[config.mk]
export PLATFORM = sky130hd
export DESIGN_NAME = bus_signals_demux_flat
export DESIGN_NICKNAME = d
export VERILOG_FILES = /design/src/rtl/bus_signals_demux_if.sv /design/src/rtl/bus_signals_demux.sv /design/src/flat_wrapper.sv
export SDC_FILE = /design/constraint.sdc
export NUM_CORES = 1
export LEC_CHECK = 0
export ABC_CLOCK_PERIOD_IN_PS = 2700
export BUFFER_PORTS_ARGS = -buffer_cell sky130_fd_sc_hd__buf_2
export CAP_MARGIN = 20
export CORE_MARGIN = 2
export CORE_UTILIZATION = 47
export CTS_CLUSTER_DIAMETER = 80
export CTS_CLUSTER_SIZE = 30
export DETAILED_ROUTE_END_ITERATION = 7
export PLACE_DENSITY = 0.76
export SLEW_MARGIN = 10
export SYNTH_ARGS = -nofsm -noshare
export SYNTH_HDL_FRONTEND = slang
export SYNTH_SLANG_ARGS = --single-unit
[constraint.sdc]
create_clock -name clk -period 2.7 [get_ports clk]
set_clock_uncertainty 0.2 [all_clocks]
set_input_delay 0.135 -clock clk [delete_from_list [all_inputs] [get_ports clk]]
set_output_delay 0.135 -clock clk [all_outputs]
set_load 0.01 [all_outputs]
[src/rtl/bus_signals_demux_if.sv]
// Bus bundle for the 1-to-2 registered demultiplexer: one producer stream in,
// two consumer streams out, plus per-side occupancy.
interface bus_signals_demux_if #(
    parameter int WIDTH = 4,
    parameter int DEPTH = 2
);
    logic [WIDTH-1:0]         in_1;
    logic                     in_3;
    logic                     in_valid;
    logic                     in_ready;
    logic [WIDTH-1:0]         out_1;
    logic                     out_1_valid;
    logic                     out_1_ready;
    logic [WIDTH-1:0]         out_2;
    logic                     out_2_valid;
    logic                     out_2_ready;
    logic [$clog2(DEPTH):0]   count_1;
    logic [$clog2(DEPTH):0]   count_2;

    modport master (
        output in_1, in_3, in_valid, out_1_ready, out_2_ready,
        input  in_ready, out_1, out_1_valid, out_2, out_2_valid, count_1, count_2
    );

    modport slave (
        input  in_1, in_3, in_valid, out_1_ready, out_2_ready,
        output in_ready, out_1, out_1_valid, out_2, out_2_valid, count_1, count_2
    );
endinterface

[src/rtl/bus_signals_demux.sv]
// Registered 1-to-2 bus demultiplexer: each beat is steered by in_3 into one of
// two independent DEPTH-entry FIFOs, so one stalled consumer never blocks the other.
module bus_signals_demux #(
    parameter int WIDTH = 4,
    parameter int DEPTH = 2
) (
    input  logic                clk,
    input  logic                rst_n,
    bus_signals_demux_if.slave  bus
);
    localparam int AW = $clog2(DEPTH);
    localparam int CW = AW + 1;
    localparam logic [CW-1:0] FULL_CNT = CW'(DEPTH);

    // Index 0 holds the out_1 side, index 1 the out_2 side.
    logic [WIDTH-1:0] mem_r    [2][DEPTH];
    logic [AW-1:0]    wr_ptr_r [2];
    logic [AW-1:0]    rd_ptr_r [2];
    logic [CW-1:0]    cnt_r    [2];

    logic [1:0] full_s;
    logic [1:0] push_s;
    logic [1:0] pop_s;
    logic [1:0] ready_s;
    logic       in_ready_s;

    // Handshake decode: in_ready looks only at the selected side's fullness.
    always_comb begin
        ready_s = {bus.out_2_ready, bus.out_1_ready};
        for (int i = 0; i < 2; i++) begin
            full_s[i] = (cnt_r[i] == FULL_CNT);
            pop_s[i]  = (cnt_r[i] != {CW{1'b0}}) & ready_s[i];
        end
        if (!rst_n) begin
            in_ready_s = 1'b0;
        end else if (bus.in_3) begin
            in_ready_s = ~full_s[1];
        end else begin
            in_ready_s = ~full_s[0];
        end
        push_s[0] = bus.in_valid & in_ready_s & ~bus.in_3;
        push_s[1] = bus.in_valid & in_ready_s &  bus.in_3;
    end

    // FIFO state: storage, pointers and occupancy for both sides.
    always_ff @(posedge clk or negedge rst_n) begin
        if (!rst_n) begin
            for (int i = 0; i < 2; i++) begin
                for (int j = 0; j < DEPTH; j++) begin
                    mem_r[i][j] <= {WIDTH{1'b0}};
                end
                wr_ptr_r[i] <= {AW{1'b0}};
                rd_ptr_r[i] <= {AW{1'b0}};
                cnt_r[i]    <= {CW{1'b0}};
            end
        end else begin
            for (int i = 0; i < 2; i++) begin
                if (push_s[i]) begin
                    mem_r[i][wr_ptr_r[i]] <= bus.in_1;
                    wr_ptr_r[i]           <= wr_ptr_r[i] + AW'(1);
                end
                if (pop_s[i]) begin
                    rd_ptr_r[i] <= rd_ptr_r[i] + AW'(1);
                end
                case ({push_s[i], pop_s[i]})
                    2'b10:   cnt_r[i] <= cnt_r[i] + CW'(1);
                    2'b01:   cnt_r[i] <= cnt_r[i] - CW'(1);
                    default: cnt_r[i] <= cnt_r[i];
                endcase
            end
        end
    end

    assign bus.in_ready    = in_ready_s;
    assign bus.out_1       = mem_r[0][rd_ptr_r[0]];
    assign bus.out_1_valid = (cnt_r[0] != {CW{1'b0}});
    assign bus.count_1     = cnt_r[0];
    assign bus.out_2       = mem_r[1][rd_ptr_r[1]];
    assign bus.out_2_valid = (cnt_r[1] != {CW{1'b0}});
    assign bus.count_2     = cnt_r[1];
endmodule

[src/flat_wrapper.sv]
// flat-port wrapper written by rule: the top's interface ports become plain ports
module bus_signals_demux_flat 
#(
    parameter int WIDTH = 4,
    parameter int DEPTH = 2
)
  (clk, rst_n, bus_in_1, bus_in_3, bus_in_valid, bus_out_1_ready, bus_out_2_ready, bus_in_ready, bus_out_1, bus_out_1_valid, bus_out_2, bus_out_2_valid, bus_count_1, bus_count_2);
  bus_signals_demux_if #(.WIDTH(WIDTH), .DEPTH(DEPTH)) bus_i ();
  input  logic clk;
  input  logic rst_n;
  input wire logic [$bits(bus_i.in_1)-1:0] bus_in_1;
  input wire logic [$bits(bus_i.in_3)-1:0] bus_in_3;
  input wire logic [$bits(bus_i.in_valid)-1:0] bus_in_valid;
  input wire logic [$bits(bus_i.out_1_ready)-1:0] bus_out_1_ready;
  input wire logic [$bits(bus_i.out_2_ready)-1:0] bus_out_2_ready;
  output wire logic [$bits(bus_i.in_ready)-1:0] bus_in_ready;
  output wire logic [$bits(bus_i.out_1)-1:0] bus_out_1;
  output wire logic [$bits(bus_i.out_1_valid)-1:0] bus_out_1_valid;
  output wire logic [$bits(bus_i.out_2)-1:0] bus_out_2;
  output wire logic [$bits(bus_i.out_2_valid)-1:0] bus_out_2_valid;
  output wire logic [$bits(bus_i.count_1)-1:0] bus_count_1;
  output wire logic [$bits(bus_i.count_2)-1:0] bus_count_2;
  assign bus_i.in_1 = bus_in_1;
  assign bus_i.in_3 = bus_in_3;
  assign bus_i.in_valid = bus_in_valid;
  assign bus_i.out_1_ready = bus_out_1_ready;
  assign bus_i.out_2_ready = bus_out_2_ready;
  assign bus_in_ready = bus_i.in_ready;
  assign bus_out_1 = bus_i.out_1;
  assign bus_out_1_valid = bus_i.out_1_valid;
  assign bus_out_2 = bus_i.out_2;
  assign bus_out_2_valid = bus_i.out_2_valid;
  assign bus_count_1 = bus_i.count_1;
  assign bus_count_2 = bus_i.count_2;
  bus_signals_demux #(.WIDTH(WIDTH), .DEPTH(DEPTH)) u_core (.clk(clk), .rst_n(rst_n), .bus(bus_i));
endmodule
==> metrics.log, run 1 <==
[metrics] path type of the worst setup path: reg -> reg
[metrics] net switching power: 532 uW
[metrics] global-route wire length before repair: 3350 microns
[metrics] Primary FF master, synth: sky130_fd_sc_hd__dfrtp_1
[metrics] area overhead of the layout relative to synthesis: 24.6%
[metrics] count of endpoints failing hold in the final timing report: 0
[metrics] Die Wd: 53.2 microns
[metrics] WP data required: 2710 ps
[metrics] Synth Area in Compound Gates: 0.879%
[metrics] met1 demand-to-capacity share in global routing: 23.7%
[metrics] number of distinct library cell variants in the gate-level netlist after synthesis: 20
[metrics] multi-input logic area: 529 sq um
[metrics] most used routing layer in global routing: met2
[metrics] final-layout fill cell count: 202
[metrics] number of antenna violations at the first check in global routing: 0
[metrics] share of power burned in combinational logic: 42.6%
[metrics] boundary pin count: 25
[metrics] overall routed net length: 1980 microns
[metrics] sequential share of power: 41.8%
[metrics] total global routing track utilization: 16.8%
[metrics] remaining global-route overflow: 0
[metrics] postcts setup bufs: 0
[metrics] part of the cycle the worst path needs: 75.1%
[metrics] Tmin final: 2030 ps
[metrics] share of synthesized cell area in and, or, nand and nor gates: 10.7%
[metrics] CTS clk-pin slew, worst paths: 130 ps
[metrics] crit path max-delay cell type: sky130_fd_sc_hd__or3b_2
[metrics] number of resized instances in the post-cts repair step: 0
[metrics] cell chain of the critical path: nor2b_1 -> or3b_2 -> ha_1 -> xnor2_1 -> nor2_1 -> xor2_1
[metrics] most frequent cell after synthesis: sky130_fd_sc_hd__dfrtp_1
[metrics] Max Clk Rate: 0.493 GHz
[metrics] Core Footprint: 0.00225 sq mm
[metrics] worst-margin pin slew: 525 ps
[metrics] first-pass iteration count of the detailed router: 3
[metrics] power density over the cells: 1150 mW/mm^2
[metrics] Net Count, Synth: 92
[metrics] via count of the first global-routing pass: 739
[metrics] total buffers and inverters traversed by the critical path: 0
[metrics] total of hold buffers inserted after clock tree synthesis: 7
[metrics] top cell types by occurrence after synthesis: 24 x sky130_fd_sc_hd__dfrtp_1, 20 x sky130_fd_sc_hd__mux2_2, 7 x sky130_fd_sc_hd__xnor2_1, 4 x sky130_fd_sc_hd__mux2_4, 3 x sky130_fd_sc_hd__xor2_1
[metrics] run status: complete, no violations
[metrics] number of buffer cells added on primary ports: 24
[metrics] detailed-route wire length per cell: 13.9 microns
[metrics] share of flip-flops with an asynchronous set or reset: 100%
[metrics] arrival time of the worst setup path: 2040 ps
[metrics] fraction of synthesized cell area in xor and xnor cells: 7.69%
[metrics] summed instance area of the synthesized netlist: 0.00114 sq mm
[metrics] deepest clock path buffer count: 2
[metrics] register area share after synthesis: 52.7%
[metrics] setup repair after global routing missed its margin: false
[metrics] flip-flop and latch count after synthesis: 24
[metrics] ratio of cells with drive above 1 in the final layout: 52.2%
[metrics] DP HPWL: 1450 microns
[metrics] CTS tree: built
[metrics] pin count of the biggest net entering global routing: 26
[metrics] met3 Track Usage GR: 2.54%
[metrics] max-slew violations: 0
[metrics] leakage power: 0.649 nW
[metrics] routability-driven placement congestion ratio: 0.745
[metrics] overall die area: 0.00283 sq mm
[metrics] fraction of the mapped netlist area in adder cells: 2.20%
[metrics] cell class contributing the biggest share of worst-path delay: simple AND/OR/NAND/NOR gates
[metrics] synth warn: 0
[metrics] clock network power share: 15.7%
[metrics] VDD IR max: 0.000627 V
[metrics] worst slew margin relative to its limit: 64.9%
[metrics] count of final setup violators: 0
[metrics] NumNets Final: 128
[metrics] aggregate negative setup slack: 0 ps
[metrics] grt met2 use: 25.9%
[metrics] H-tree depth: 1
[metrics] multiplexer area fraction after synthesis: 25.1%
[metrics] cell at the root of the clock tree: sky130_fd_sc_hd__clkbuf_4
[metrics] final antenna diode count: 0
[metrics] row count: 17
[metrics] average vias per placed instance: 5.15
[metrics] worst slack on hold paths: 32.9 ps
[metrics] overall die height: 53.2 microns
[metrics] total internal power: 1.11 mW
[metrics] leading area contributor after synthesis: sky130_fd_sc_hd__dfrtp_1
[metrics] Post-synth EDFFs: 0
[metrics] worst hold path class: in -> reg
[metrics] combinational family with the most area after synthesis: multiplexers
[metrics] top area cells in the synthesized netlist: sky130_fd_sc_hd__dfrtp_1 53%, sky130_fd_sc_hd__mux2_2 20%, sky130_fd_sc_hd__xnor2_1 5.4%
[metrics] Register Area: 601 sq um
[metrics] number of instances in the synthesized netlist: 80
[metrics] DRC Markers: 0
[metrics] MaxCap Viol Count: 0
[metrics] startpoint types: flop
[metrics] fraction of synthesized cell area taken by the top area cell type: 52.7%
[metrics] critical path peak fanout: 4
[metrics] total vias in the final route: 736
[metrics] final core utilization: 62.9%
[metrics] clock network latency to the later pin of the worst-skew pair: 310 ps
[metrics] Switching Fraction: 32.5%
[metrics] Crit path largest cell delay: 510 ps
[metrics] count of nets left with antenna violations after detail routing: 0
[metrics] endpoint kind of the worst setup timing path: flop
[metrics] count of routing violations after the opening detailed-route iteration: 6
[metrics] post-synthesis average cell area: 14.2 sq um
[metrics] Initial Utilization: 50.5%
[metrics] CTS Sinks: 24
[metrics] number of clock buffers inserted by TritonCTS: 3
==> layout by cell type (no fill, tap or decap) <==
| cell type | synthesis | final |
|---|---|---|
| sky130_fd_sc_hd__and2_1 | 2 | 2 |
| sky130_fd_sc_hd__buf_2 | 1 | 24 |
| sky130_fd_sc_hd__buf_4 | 0 | 1 |
| sky130_fd_sc_hd__bufinv_16 | 0 | 1 |
| sky130_fd_sc_hd__clkbuf_4 | 0 | 3 |
| sky130_fd_sc_hd__dfrtp_1 | 24 | 24 |
| sky130_fd_sc_hd__dlygate4sd3_1 | 0 | 7 |
| sky130_fd_sc_hd__ha_1 | 2 | 2 |
| sky130_fd_sc_hd__inv_1 | 1 | 1 |
| sky130_fd_sc_hd__mux2_2 | 20 | 20 |
| sky130_fd_sc_hd__mux2_4 | 4 | 4 |
| sky130_fd_sc_hd__nand2_1 | 2 | 2 |
| sky130_fd_sc_hd__nand2_2 | 1 | 1 |
| sky130_fd_sc_hd__nor2_1 | 2 | 2 |
| sky130_fd_sc_hd__nor2b_1 | 2 | 2 |
| sky130_fd_sc_hd__nor3_2 | 1 | 1 |
| sky130_fd_sc_hd__nor4b_2 | 2 | 2 |
| sky130_fd_sc_hd__o311a_1 | 1 | 1 |
| sky130_fd_sc_hd__or2_2 | 2 | 2 |
| sky130_fd_sc_hd__or3_1 | 1 | 1 |
| sky130_fd_sc_hd__or3b_2 | 1 | 1 |
| sky130_fd_sc_hd__or4_1 | 1 | 1 |
| sky130_fd_sc_hd__xnor2_1 | 7 | 7 |
| sky130_fd_sc_hd__xor2_1 | 3 | 3 |
==> cells by family after synthesis <==
family,Yosys count
fa+ha+maj,2
mux,24
xor+xnor,10
buf+inv,2
simple gates,17
compound gates,1
flops,24
==> worst reg2reg max path: cells and delay by family, from the launching register on <==
kind | cells | cell delay, ps
simple gates | 3 | 780
fa+ha+maj | 1 | 210
flops | 1 | 440
xor+xnor | 2 | 300
==> flip-flops by register name, indices dropped and copies added, names as in the netlist <==
signal              cells
u_core.bus.count_2      2
u_core.rd_ptr_r         2
u_core.mem_r           16
u_core.bus.count_1      2
u_core.wr_ptr_r         2
==> per-layer routing <==
metal  wire, microns  vias up
met5               0        -
met4              14        0
met3              92        2
met2             955       16
met1             919      367
li1                -      351
==> final cells by class <==
| class | instances | share of cell area, % |
|---|---|---|
| flip-flops and latches | 24 | 42.3 |
| well taps | 28 | 2.47 |
| inverters | 1 | 0.265 |
| clock buffers | 3 | 1.59 |
| multi-input cells | 54 | 37.3 |
| repair buffers | 32 | 13.9 |
| clock inverters | 1 | 2.12 |
==> stage by stage <==
step	power (mW)	setup WS, ps	instances	cell area [sq um]
after floorplan	1.16	755	80	1140
after global placement	1.36	767	132	1300
after detailed placement	1.39	698	132	1300
after CTS	1.66	664	143	1420
after global routing	1.77	533	143	1420
final	1.64	674	143	1420
==> worst paths after layout <==
| path | start | end | slack, ps | depth (start not counted) |
|---|---|---|---|---|
| hold / removal | bus_in_3 | u_core.wr_ptr_r[1] | 30 | 3 |
| setup / recovery | u_core.bus.count_2[1] | u_core.bus.count_2[1] | 670 | 6 |
| hold reg to reg | u_core.wr_ptr_r[1] | u_core.wr_ptr_r[1] | 320 | 1 |
| max in group asynchronous | rst_n | u_core.mem_r[2] | 1910 | 3 |
| min in group asynchronous | rst_n | u_core.mem_r[11] | 150 | 3 |
| setup reg to reg | u_core.bus.count_2[1] | u_core.bus.count_2[1] | 670 | 6 |
==> power by group through the flow <==
stage               registers [mW]  logic (mW)  clock network [mW]
global placement             0.678       0.680                   0
floorplan                    0.671       0.490                   0
global route                 0.716       0.775               0.279
detailed placement           0.695       0.697                   0
CTS                          0.688       0.709               0.267
finish                       0.685       0.697               0.257
Power figures use the tool's default switching activity.
==> run 2: changes to the inputs <==
ABC_AREA = 1   (was unset)
ABC_CLOCK_PERIOD_IN_PS = 2100   (was 2700)
PLACE_DENSITY = 0.75   (was 0.76)
clock period = 2.1 ns   (was 2.7 ns; I/O delays follow)
==> metrics.log, run 2 <==
[metrics] total global routing track utilization: 20.9%
[metrics] worst slew margin relative to its limit: 79.8%
[metrics] leakage power: 0.791 nW
[metrics] WP data required: 2100 ps
[metrics] top cell types by occurrence after synthesis: 51 x sky130_fd_sc_hd__nand2_1, 24 x sky130_fd_sc_hd__dfrtp_1, 14 x sky130_fd_sc_hd__o21ai_0, 13 x sky130_fd_sc_hd__inv_1, 8 x sky130_fd_sc_hd__nand4_1
[metrics] flip-flop and latch count after synthesis: 24
[metrics] sequential share of power: 41.8%
[metrics] number of distinct library cell variants in the gate-level netlist after synthesis: 20
[metrics] startpoint types: input pin
[metrics] synth warn: 0
[metrics] count of endpoints failing hold in the final timing report: 0
[metrics] post-synthesis average cell area: 8.67 sq um
[metrics] DRC Markers: 0
[metrics] clock network power share: 16.3%
[metrics] VDD IR max: 0.000880 V
[metrics] total power after layout: 2.10 mW
[metrics] final-layout fill cell count: 208
[metrics] Register Area: 602 sq um
[metrics] number of instances in the synthesized netlist: 138
[metrics] share of flip-flops with an asynchronous set or reset: 100%
[metrics] detailed-route wire length per cell: 13.2 microns
[metrics] register area share after synthesis: 50.2%
[metrics] Switching Fraction: 40.9%
[metrics] Tmin final: 1980 ps
[metrics] run status: complete, no violations
[metrics] postcts setup bufs: 0
[metrics] count of final setup violators: 0
[metrics] worst setup slack before clock tree synthesis: 155 ps
[metrics] worst-margin pin slew: 303 ps
[metrics] endpoint kind of the worst setup timing path: flop
[metrics] launch point of the critical path: bus_in_3
[metrics] clock network latency to the later pin of the worst-skew pair: 330 ps
[metrics] logic depth of the worst register-to-register path: 9
[metrics] most frequent cell after synthesis: sky130_fd_sc_hd__nand2_1
[metrics] critical path peak fanout: 14
[metrics] H-tree depth: 1
[metrics] ratio of cells with drive above 1 in the final layout: 24.4%
[metrics] critical register-to-register path startpoint: u_core.bus.count_2[0]
[metrics] overall die area: 0.00296 sq mm
[metrics] total vias in the final route: 1063
[metrics] CTS tree: built
[metrics] number of antenna violations at the first check in global routing: 0
[metrics] cell area after layout: 0.00152 sq mm
[metrics] overall routed net length: 2720 microns
[metrics] leading area contributor after synthesis: sky130_fd_sc_hd__dfrtp_1
[metrics] routability-driven placement congestion ratio: 0.810
[metrics] max-slew violations: 0
[metrics] area overhead of the layout relative to synthesis: 27.1%
[metrics] top area cells in the synthesized netlist: sky130_fd_sc_hd__dfrtp_1 50%, sky130_fd_sc_hd__nand2_1 16%, sky130_fd_sc_hd__o21ai_0 5.9%
[metrics] first-pass iteration count of the detailed router: 4
[metrics] number of clock buffers inserted by TritonCTS: 3
[metrics] Net Count, Synth: 150
[metrics] average vias per placed instance: 5.16
[metrics] setup slack of the worst register-to-register path: 150 ps
[metrics] share of power burned in combinational logic: 41.9%
[metrics] via count of the first global-routing pass: 1018
[metrics] CTS clk-pin slew, worst paths: 150 ps
[metrics] cell chain of the critical path: dlygate4sd3_1 -> buf_6 -> inv_2 -> nand3_1 -> nand3_2 -> nor2_4 -> nand2_2 -> ha_1 -> a21oi_1 -> o21ai_0 -> xor2_1
[metrics] pin count of the biggest net entering global routing: 22
[metrics] cell at the root of the clock tree: sky130_fd_sc_hd__clkbuf_4
[metrics] net switching power: 857 uW
[metrics] overall die height: 54.4 microns
[metrics] global-route wire length before repair: 4380 microns
[metrics] path type of the worst setup path: in -> reg
[metrics] max reg flops: 16
[metrics] NumNets Final: 189
[metrics] count of routing violations after the opening detailed-route iteration: 23
[metrics] arrival time of the worst setup path: 1980 ps
[metrics] power density over the cells: 1380 mW/mm^2
[metrics] summed instance area of the synthesized netlist: 0.00120 sq mm
[metrics] worst slack on hold paths: 179 ps
[metrics] final setup margin: 120 ps
[metrics] multi-input logic area: 531 sq um
[metrics] deepest clock path buffer count: 2
[metrics] total internal power: 1.24 mW
[metrics] register with the most flip-flops: u_core.mem_r
[metrics] count of nets left with antenna violations after detail routing: 0
[metrics] boundary pin count: 25
[metrics] fraction of synthesized cell area taken by the top area cell type: 50.2%
[metrics] Initial Utilization: 48.7%
[metrics] number of buffer cells added on primary ports: 24
[metrics] row count: 18
[metrics] Core Footprint: 0.00245 sq mm
[metrics] remaining global-route overflow: 0
[metrics] MaxCap Viol Count: 0
[metrics] highest-count cells in the layout ignoring fill and taps: 51 x sky130_fd_sc_hd__nand2_1, 23 x sky130_fd_sc_hd__buf_2, 23 x sky130_fd_sc_hd__dfrtp_1, 14 x sky130_fd_sc_hd__o21ai_0, 13 x sky130_fd_sc_hd__inv_1
[metrics] crit path max-delay cell type: sky130_fd_sc_hd__dlygate4sd3_1
[metrics] Max Clk Rate: 0.505 GHz
[metrics] Placed Area: 0.00136 sq mm
[metrics] Die Wd: 54.4 microns
[metrics] Crit path largest cell delay: 550 ps
[metrics] final core utilization: 61.9%
[metrics] final antenna diode count: 0
[metrics] worst hold path class: in -> async
[metrics] Post-synth EDFFs: 0
[metrics] part of the cycle the worst path needs: 94.3%
[metrics] Primary FF master, synth: sky130_fd_sc_hd__dfrtp_1
[metrics] most common cell after layout, fill and taps aside: sky130_fd_sc_hd__nand2_1
[metrics] DP HPWL: 1930 microns
[metrics] CTS Sinks: 24
-- run 2: cell types whose count changed after synthesis, moves of 3 or more --
cell	change
sky130_fd_sc_hd__o21ai_0	+14
sky130_fd_sc_hd__nand2_1	+49
sky130_fd_sc_hd__nor2_4	+3
sky130_fd_sc_hd__xnor2_1	-4
sky130_fd_sc_hd__nand4_1	+8
sky130_fd_sc_hd__mux2_4	-4
sky130_fd_sc_hd__inv_1	+12
sky130_fd_sc_hd__mux2_2	-20
-- run 2: cells by family (layout without fill, tap and decap cells) --
logic type	after synthesis	count (layout)	share of synthesized area, %
AND/OR/NAND/NOR	72	72	30.4
flip-flops	24	24	50.2
buffers and inverters	17	55	5.44
AO/OA/AOI/OAI	16	16	6.69
XOR/XNOR	7	7	5.13
adder cells (fa/ha/maj)	2	2	2.09
-- run 2: power groups by stage --
stage          clock network [mW]  registers (mW)  logic, mW
2_1_floorplan                   0           0.838      0.573
3_3_place_gp                    0           0.861      0.819
3_5_place_dp                    0           0.878      0.857
4_1_cts                     0.345           0.869      0.879
5_1_grt                     0.364           0.905      0.992
6_report                    0.341           0.876      0.879
-- run 2: area by class of cell --
class	count	area share, %
sequential	24	39.6
multi-input combinational	97	34.9
timing repair buffer	36	15.9
inverter	15	3.70
tap	30	2.47
clock inverter	1	1.98
clock buffer	3	1.48
-- run 2: worst paths after layout --
path,endpoint
worst max register to register,u_core.bus.count_2[1]
min in group clk,u_core.mem_r[1]
worst max-delay path,u_core.bus.count_2[1]
worst min register to register,u_core.mem_r[1]
max in group asynchronous,u_core.bus.count_2[0]
worst min-delay path,u_core.mem_r[4]
-- run 2: per-stage QoR --
stage / instances / setup TNS, ps
5_1_grt: 206 / -5.97
4_1_cts: 206 / 0
6_report: 206 / 0
3_3_place_gp: 192 / 0
2_1_floorplan: 138 / 0
3_5_place_dp: 192 / 0
-- run 2: per-layer routing --
metal / GRT usage [%] / part of all wire, % / vias up
li1: - / - / 520
met1: 26.9 / 45 / 507
met2: 34.3 / 50 / 30
met3: 3.83 / 3.3 / 6
met4: 9.17 / 1.5 / 0
met5: 0 / 0 / -
-- run 2: critical path: cells and delay by family --
family	cells	cell delay, ps
compound gates	2	280
xor+xnor	1	160
buf+inv	3	790
simple gates	4	340
fa+ha+maj	1	310
-- run 2: repair_timing --
| item | in CTS | in global routing |
|---|---|---|
| setup endpoints to repair | 0 | 1 |
| hold buffers | 10 | 0 |
| endpoints found under the hold margin | 44 | 0 |
| gates resized for setup | 0 | 4 |
==> run 3: changes to the inputs <==
CTS_BUF_LIST = sky130_fd_sc_hd__clkbuf_16   (was unset)
==> metrics.log, run 3 (synthesis gave the netlist of run 2 again) <==
[metrics] logic depth of the worst register-to-register path: 9
[metrics] number of buffer cells added on primary ports: 24
[metrics] overall routed net length: 2650 microns
[metrics] register with the most flip-flops: u_core.mem_r
[metrics] depth of the critical timing path with buffers and inverters included: 9
[metrics] Max Clk Rate: 0.511 GHz
[metrics] first-pass iteration count of the detailed router: 4
[metrics] aggregate negative setup slack: 0 ps
[metrics] via count of the first global-routing pass: 975
[metrics] worst slack on hold paths: 24.7 ps
[metrics] total buffers and inverters traversed by the critical path: 2
[metrics] run status: complete, no violations
[metrics] NumNets Final: 186
[metrics] crit path max-delay cell type: sky130_fd_sc_hd__dlygate4sd3_1
[metrics] count of nets left with antenna violations after detail routing: 0
[metrics] part of the cycle the worst path needs: 93.2%
[metrics] Tmin final: 1960 ps
[metrics] count of final setup violators: 0
[metrics] endpoint kind of the worst setup timing path: flop
[metrics] power density over the cells: 1490 mW/mm^2
[metrics] setup repair after global routing missed its margin: false
[metrics] final antenna diode count: 0
[metrics] cell at the root of the clock tree: sky130_fd_sc_hd__clkbuf_16
[metrics] CTS clk-pin slew, worst paths: 60 ps
[metrics] total vias in the final route: 1017
[metrics] Die Wd: 54.4 microns
[metrics] max-slew violations: 0
[metrics] VDD IR max: 0.000937 V
[metrics] most common cell after layout, fill and taps aside: sky130_fd_sc_hd__nand2_1
[metrics] Core Footprint: 0.00245 sq mm
[metrics] H-tree depth: 1
[metrics] average vias per placed instance: 5.01
[metrics] overall die area: 0.00296 sq mm
[metrics] worst hold path class: in -> async
[metrics] MaxCap Viol Count: 0
[metrics] total power after layout: 2.29 mW
[metrics] number of antenna violations at the first check in global routing: 0
[metrics] Register Area: 602 sq um
[metrics] DP HPWL: 1930 microns
[metrics] worst slew margin relative to its limit: 80.3%
[metrics] startpoint types: input pin
[metrics] path type of the worst setup path: in -> reg
[metrics] count of endpoints failing hold in the final timing report: 0
[metrics] worst-margin pin slew: 295 ps
[metrics] leakage power: 0.800 nW
[metrics] boundary pin count: 25
[metrics] multi-input logic area: 531 sq um
[metrics] routability-driven placement congestion ratio: 0.810
[metrics] critical path peak fanout: 7
[metrics] cell chain of the critical path: dlygate4sd3_1 -> buf_2 -> nand3_2 -> nor2_4 -> nand2_2 -> ha_1 -> a21oi_1 -> o21ai_0 -> xor2_1
[metrics] CTS Sinks: 24
[metrics] clock network latency to the later pin of the worst-skew pair: 250 ps
[metrics] row count: 18
[metrics] arrival time of the worst setup path: 1890 ps
[metrics] number of clock buffers inserted by TritonCTS: 3
[metrics] postcts setup bufs: 0
[metrics] remaining global-route overflow: 0
[metrics] final-layout fill cell count: 204
[metrics] Placed Instances: 192
[metrics] cell class contributing the biggest share of worst-path delay: buffers and inverters
[metrics] final cell count without fillers: 203
[metrics] global-route wire length before repair: 4200 microns
[metrics] deepest clock path buffer count: 2
[metrics] detailed-route wire length per cell: 13.1 microns
[metrics] Initial Utilization: 48.7%
[metrics] CTS tree: built
[metrics] DRC Markers: 0
[metrics] Placed Area: 0.00136 sq mm
[metrics] max reg flops: 16
[metrics] WP data required: 2030 ps
[metrics] area overhead of the layout relative to synthesis: 28.5%
[metrics] ratio of cells with drive above 1 in the final layout: 24.9%
[metrics] overall die height: 54.4 microns
[metrics] count of routing violations after the opening detailed-route iteration: 22
[metrics] Crit path largest cell delay: 520 ps
[metrics] cell area after layout: 0.00154 sq mm
[metrics] highest-count cells in the layout ignoring fill and taps: 51 x sky130_fd_sc_hd__nand2_1, 24 x sky130_fd_sc_hd__buf_2, 23 x sky130_fd_sc_hd__dfrtp_1, 14 x sky130_fd_sc_hd__o21ai_0, 13 x sky130_fd_sc_hd__inv_1
[metrics] pin count of the biggest net entering global routing: 22
[metrics] total global routing track utilization: 19.9%
run 3: cell count changes in the layout (fill, tap and decap cells not counted):
cell,before,now
sky130_fd_sc_hd__clkbuf_4,3,0
sky130_fd_sc_hd__buf_6,1,0
sky130_fd_sc_hd__dlygate4sd3_1,10,7
sky130_fd_sc_hd__clkbuf_16,0,3
sky130_fd_sc_hd__buf_2,23,24
run 3: worst paths after layout:
path                                       start                    end  slack [ps]
max reg2reg                u_core.bus.count_1[0]  u_core.bus.count_2[1]         170
max in group asynchronous                  rst_n     u_core.rd_ptr_r[1]        1170
min                                        rst_n  u_core.bus.count_1[0]          20
min in group clk                        bus_in_3        u_core.mem_r[4]          40
max                                        rst_n  u_core.bus.count_2[1]         140
min reg2reg                      u_core.mem_r[1]        u_core.mem_r[1]         280
run 3: through the flow:
| step | utilization, % | setup slack [ps] |
|---|---|---|
| 2_1_floorplan | - | 214 |
| 3_3_place_gp | 55.4 | 328 |
| 3_5_place_dp | 55.4 | 155 |
| 4_1_cts | 62.5 | 149 |
| 5_1_grt | 62.6 | 3.32 |
| 6_report | 62.6 | 143 |
run 3: power breakdown:
group	internal, mW	switching [mW]	leakage (nW)
clock network	0.378	0.155	0.0511
registers	0.692	0.189	0.291
logic	0.352	0.519	0.458
total	1.42	0.864	0.800
run 3: layout make-up:
class                           instances  area share [%]
Clock buffer                            3            4.89
Clock inverter                          1            1.95
Inverter                               15            3.66
Multi-Input combinational cell         97            34.5
Sequential cell                        24            39.2
Tap cell                               30            2.44
Timing Repair Buffer                   33            13.4
run 3: repair_timing:
item                                    4_1_cts  5_1_grt
hold buffers                                  7        0
gates resized for setup                       0        1
endpoints found under the setup margin        0        1
hold endpoints to repair                     42        0
run 3: metal layers:
metal  up-vias  wire length (microns)  GRT usage, %
li1        514                      -             -
met1       474                   1200          24.7
met2        25                   1350          33.9
met3         4                     77          3.01
met4         0                     26          9.17
met5         -                      0             0
